`config.mk`:
```
export PLATFORM = sky130hd
export DESIGN_NAME = serial_word_comparator
export DESIGN_NICKNAME = d
export VERILOG_FILES = /design/src/rtl/serial_word_comparator.sv
export SDC_FILE = /design/constraint.sdc
export NUM_CORES = 1
export LEC_CHECK = 0
export CAP_MARGIN = 20
export CORE_MARGIN = 2
export CORE_UTILIZATION = 45
export CTS_BUF_LIST = sky130_fd_sc_hd__clkbuf_2
export DETAILED_ROUTE_END_ITERATION = 10
export GPL_TIMING_DRIVEN = 0
export PLACE_DENSITY = 0.84
export SYNTH_ARGS = -nofsm -noshare
export SYNTH_HDL_FRONTEND = slang
export SYNTH_SLANG_ARGS = --single-unit
```
`constraint.sdc`:
```
create_clock -name clk -period 1.5 [get_ports clk]
set_input_delay 0.3 -clock clk [delete_from_list [all_inputs] [get_ports clk]]
set_output_delay 0.3 -clock clk [all_outputs]
set_load 0.02 [all_outputs]
```
`src/rtl/serial_word_comparator.sv`:
```
// rtl/serial_word_comparator.sv - MSB-first serial magnitude comparator driving an external 2-bit comparator
module serial_word_comparator #(
    parameter int WIDTH = 8
) (
    input  logic             clk,
    input  logic             rst,
    input  logic             start,
    input  logic [WIDTH-1:0] a_in,
    input  logic [WIDTH-1:0] b_in,
    output logic [1:0]       slice_a,
    output logic [1:0]       slice_b,
    input  logic             cmp_g,
    input  logic             cmp_e,
    input  logic             cmp_l,
    output logic             busy,
    output logic             done,
    output logic             gt,
    output logic             eq,
    output logic             lt,
    output logic             err
);

    localparam int NSLICE = WIDTH / 2;
    localparam int CW     = (NSLICE > 1) ? $clog2(NSLICE) : 1;

    typedef enum logic [1:0] {
        S_IDLE,
        S_RUN,
        S_DONE
    } state_t;

    state_t           state_q, state_d;
    logic [WIDTH-1:0] sa_q, sa_d;
    logic [WIDTH-1:0] sb_q, sb_d;
    logic [CW-1:0]    cnt_q, cnt_d;
    logic             gt_q, gt_d;
    logic             eq_q, eq_d;
    logic             lt_q, lt_d;
    logic             err_q, err_d;
    logic [2:0]       resp;
    logic             one_hot;

    assign resp    = {cmp_g, cmp_e, cmp_l};
    assign one_hot = (resp == 3'b100) || (resp == 3'b010) || (resp == 3'b001);

    always_comb begin
        state_d = state_q;
        sa_d    = sa_q;
        sb_d    = sb_q;
        cnt_d   = cnt_q;
        gt_d    = gt_q;
        eq_d    = eq_q;
        lt_d    = lt_q;
        err_d   = err_q;
        case (state_q)
            S_IDLE: begin
                if (start) begin
                    sa_d    = a_in;
                    sb_d    = b_in;
                    cnt_d   = CW'(NSLICE - 1);
                    gt_d    = 1'b0;
                    eq_d    = 1'b0;
                    lt_d    = 1'b0;
                    err_d   = 1'b0;
                    state_d = S_RUN;
                end
            end
            S_RUN: begin
                // A malformed comparator response ends the compare with no magnitude verdict.
                if (!one_hot) begin
                    err_d   = 1'b1;
                    state_d = S_DONE;
                end else if (cmp_g) begin
                    gt_d    = 1'b1;
                    state_d = S_DONE;
                end else if (cmp_l) begin
                    lt_d    = 1'b1;
                    state_d = S_DONE;
                end else if (cnt_q == '0) begin
                    eq_d    = 1'b1;
                    state_d = S_DONE;
                end else begin
                    sa_d  = sa_q << 2;
                    sb_d  = sb_q << 2;
                    cnt_d = cnt_q - 1'b1;
                end
            end
            S_DONE: state_d = S_IDLE;
            default: state_d = S_IDLE;
        endcase
    end

    always_ff @(posedge clk) begin
        if (rst) begin
            state_q <= S_IDLE;
            sa_q    <= '0;
            sb_q    <= '0;
            cnt_q   <= '0;
            gt_q    <= 1'b0;
            eq_q    <= 1'b0;
            lt_q    <= 1'b0;
            err_q   <= 1'b0;
        end else begin
            state_q <= state_d;
            sa_q    <= sa_d;
            sb_q    <= sb_d;
            cnt_q   <= cnt_d;
            gt_q    <= gt_d;
            eq_q    <= eq_d;
            lt_q    <= lt_d;
            err_q   <= err_d;
        end
    end

    assign slice_a = sa_q[WIDTH-1:WIDTH-2];
    assign slice_b = sb_q[WIDTH-1:WIDTH-2];
    assign busy    = (state_q == S_RUN);
    assign done    = (state_q == S_DONE);
    assign gt      = gt_q;
    assign eq      = eq_q;
    assign lt      = lt_q;
    assign err     = err_q;

endmodule

```
==> reports/qor.csv <==
stage,metric,value,unit
cts,H-Tree Depth,1,
setup_path,critical path arrival,1.82,ns
timing,worst slew pin tran,0.720,ns
die,Die Ht,56.0,um
timing,endpoints failing setup,3,
timing,worst setup margin,-0.0298,ns
die,cell row count,18,
cells_and_area,Area Growth Syn to Fin,57.0,%
global_routing,global router's overall resource usage,22.3,%
cts,Clock Sink Count,24,
yosys,#FFs+latches synth,24,
cts,hold_buf cts,0,
global_routing,Overflow after GRT,0,
power_and_ir_drop,Pint,1.13,mW
run_status,violated checks,negative setup slack,
cts,clk root buf,clkbuf_2,
global_routing,first-pass GRT wire length,5.50,mm
power_and_ir_drop,worst vdd ir,0.696,mV
yosys,Syn. warnings,0,
setup_path,crit path launch,cnt_q[1],
yosys,post-synth top area share,39.5,%
drt,drt via density,5.89,
yosys,post-synthesis adder-cell area fraction,1.03,%
drt,DRT antenna net count,0,
yosys,Synth top cells by count,"24 x dfxtp_1, 16 x nor2_1, 12 x mux2i_1",
global_routing,antenna violations before repair,0,
cells_and_area,antenna cells,0,
cells_and_area,"Design Area, Final",1910,um^2
yosys,Compound-Gate Fraction of Synth Area,28.0,%
yosys,main combinational cell family by area after synthesis,compound AO/OA/AOI/OAI gates,
setup_path,r2r setup slk,-0.03,ns
cells_and_area,fillcell total,168,
timing,"Hold Vio Cnt, Final",0,
power_and_ir_drop,Leakage Power,0.796,nW
timing,Highest Clock Rate,654,MHz
cts,CTS Buf Count,3,
die,Core ar.,2520,um^2
power_and_ir_drop,Sw Ratio,33.9,%
placement,DP Cell Count,178,
setup_path,required time worst endpoint,1.79,ns
placement,Worst Setup Slack post-DPL,-0.596,ns
hold_path,Worst Min Path Start,cmp_e,
yosys,"Avg Cell Area, Syn",10.3,um^2
die,DIE AREA,3130,um^2
cells_and_area,FF+latch area,490,um^2
power_and_ir_drop,Clock Power Share,15.7,%
yosys,post-synthesis mux area share,9.89,%
power_and_ir_drop,sw power,0.578,mW
drt,DRT iter0 DRCs,37,
setup_path,FF-to-FF Start,cnt_q[1],
placement,Routability Congestion,0.738,
yosys,Post-synth EDFFs,0,
cts,TritonCTS clock tree,built,
drt,Avg WL per Cell,18.2,um
drt,DR vias,1213,
run,MaxCap Viol Count,0,
global_routing,vias in the first global route,1154,
yosys,Mapped Cells,118,
setup_path,critical path endpoint category,flip-flop,
yosys,dominant cells by area after synthesis,"dfxtp_1 40%, a221oi_2 12%, mux2i_1 9.9%",
power_and_ir_drop,combinational cell fraction of total power,40.0,%
die,Initial Utilization,48.2,%
cells_and_area,Nets,200,
cts,clock slew at reported path FFs,0.23,ns
yosys,cell taking the most area after synthesis,dfxtp_1,
placement,Area after DPL,1550,um^2
cells_and_area,area of the multi-input gates,714,um^2
yosys,Synth Net Count,141,
timing,minimum clock period,1.53,ns
timing,skew final,0.00656,ns
hold_path,hold crit path type,primary input to flip-flop,
hold_path,hold depth,2,
setup_path,Reg2Reg Depth,7,
run_status,outcome,"complete, but fails checks",
yosys,Main synth FF type,dfxtp_1,
yosys,cell with the most instances after synthesis,dfxtp_1,
power_and_ir_drop,pwr dens,893,nW/um^2
cells_and_area,Final Non-Filler Cells,206,
power_and_ir_drop,Seq pwr share,44.3,%
yosys,Synth Area in XOR/XNOR,0.721,%
setup_path,CP Launch Type,flip-flop,
yosys,post-synth cell types,37,
placement,dpl hpwl,2.13,mm
setup_path,crit-path max FO,5,
yosys,Simple-Gate Fraction of Synth Area,12.9,%
timing,Final Cycle Share,102,%
cts,Max Root-Sink Buffers,2,
drt,Initial DRT Pass Iterations,4,
setup_path,Setup CP Type,flip-flop to flip-flop,
drt,Residual DRC,0,
cts,Worst-Skew Late Latency,0.36,ns
yosys,Synth Cell Area,1210,um^2
cells_and_area,share of layout cells above drive strength 1,39.2,%
placement,Port Buf Inserts,30,
timing,Slew HR,52.0,%
yosys,post-synthesis sequential area ratio,39.5,%
timing,RSZ-0062 raised after global routing,true,
cells_and_area,final core utilization,75.6,%
die,Ports,32,
drt,Routed WL,3.76,mm
timing,max-slew violations,0,
global_routing,largest net degree at the start of global routing,20,
yosys,Async SR Flop Fraction,0,%
die,Die W,56.0,um
## layer usage
| layer | wire [um] | up-vias | share of wire [%] | track usage [%] |
|---|---|---|---|---|
| li1 | - | 562 | - | - |
| met1 | 1460 | 598 | 39 | 26.9 |
| met2 | 2000 | 44 | 53 | 39.8 |
| met3 | 208 | 9 | 5.5 | 3.95 |
| met4 | 99 | 0 | 2.6 | 7.14 |
| met5 | 0 | - | 0 | 0 |
## final cells by class
| type | count | share of cell area, % |
|---|---|---|
| Tap cell | 30 | 1.97 |
| Inverter | 6 | 1.71 |
| Clock buffer | 3 | 0.787 |
| Clock inverter | 1 | 0.197 |
| Buffer | 10 | 5.18 |
| Multi-Input combinational cell | 77 | 37.5 |
| Timing Repair Buffer | 55 | 27.0 |
| Sequential cell | 24 | 25.7 |
## what timing repair did
action | CTS | global route
pin swaps | 7 | 13
setup buffers | 13 | 10
gates cloned | 1 | 1
resized for setup | 41 | 23
endpoints found under the setup margin | 31 | 22
## final timing paths
kind	to
max reg2reg	cnt_q[0]
max	cnt_q[0]
min	state_q[1]
min reg2reg	sa_q[5]
## flip-flops by register name, summed over array words and instances (netlist names)
register	count
sa_q	8
cnt_q	2
lt	1
sb_q	8
eq	1
err	1
state_q	2
gt	1
## cells in the final DEF, fill, tap and decap left out, types with 3 or more instances in the layout
cell	n
a32o_1	4
clkdlybuf4s50_1	16
buf_6	4
and3_1	4
a221oi_2	9
buf_4	24
nor2_1	16
clkbuf_2	4
mux2i_1	12
buf_8	3
clkdlybuf4s15_1	3
nor3_1	3
dfxtp_1	20
dlygate4sd2_1	8
## stage by stage
stage	TNS [ns]	hold slack (ns)	power, mW
2_1_floorplan	0	0.414	1.08
3_3_place_gp	-10.31	0.453	1.22
3_5_place_dp	-11.82	0.482	1.25
4_1_cts	0	0.373	1.56
5_1_grt	-0.704	0.385	1.79
6_report	-0.0610	0.361	1.70
## cell families after synthesis
group,after synthesis
fa+ha+maj,1
flops,24
compound gates,32
xor+xnor,1
buf+inv,17
mux,12
simple gates,31
## power groups by stage
stage	Clock (mW)	Combinational, mW	Sequential [mW]
finish	0.267	0.682	0.755
global route	0.299	0.725	0.761
CTS	0.255	0.552	0.748
detailed placement	0	0.484	0.762
global placement	0	0.467	0.756
floorplan	0	0.317	0.758
## worst max-delay path, stage by stage, from the launching register on
cell,delay [ns]
dfxtp_2,0.37
inv_2,0.08
ha_4,0.13
inv_1,0.06
o211a_4,0.16
a21o_4,0.26
buf_4,0.15
o221a_2,0.26
No activity file was read; power rests on OpenSTA's default activity.
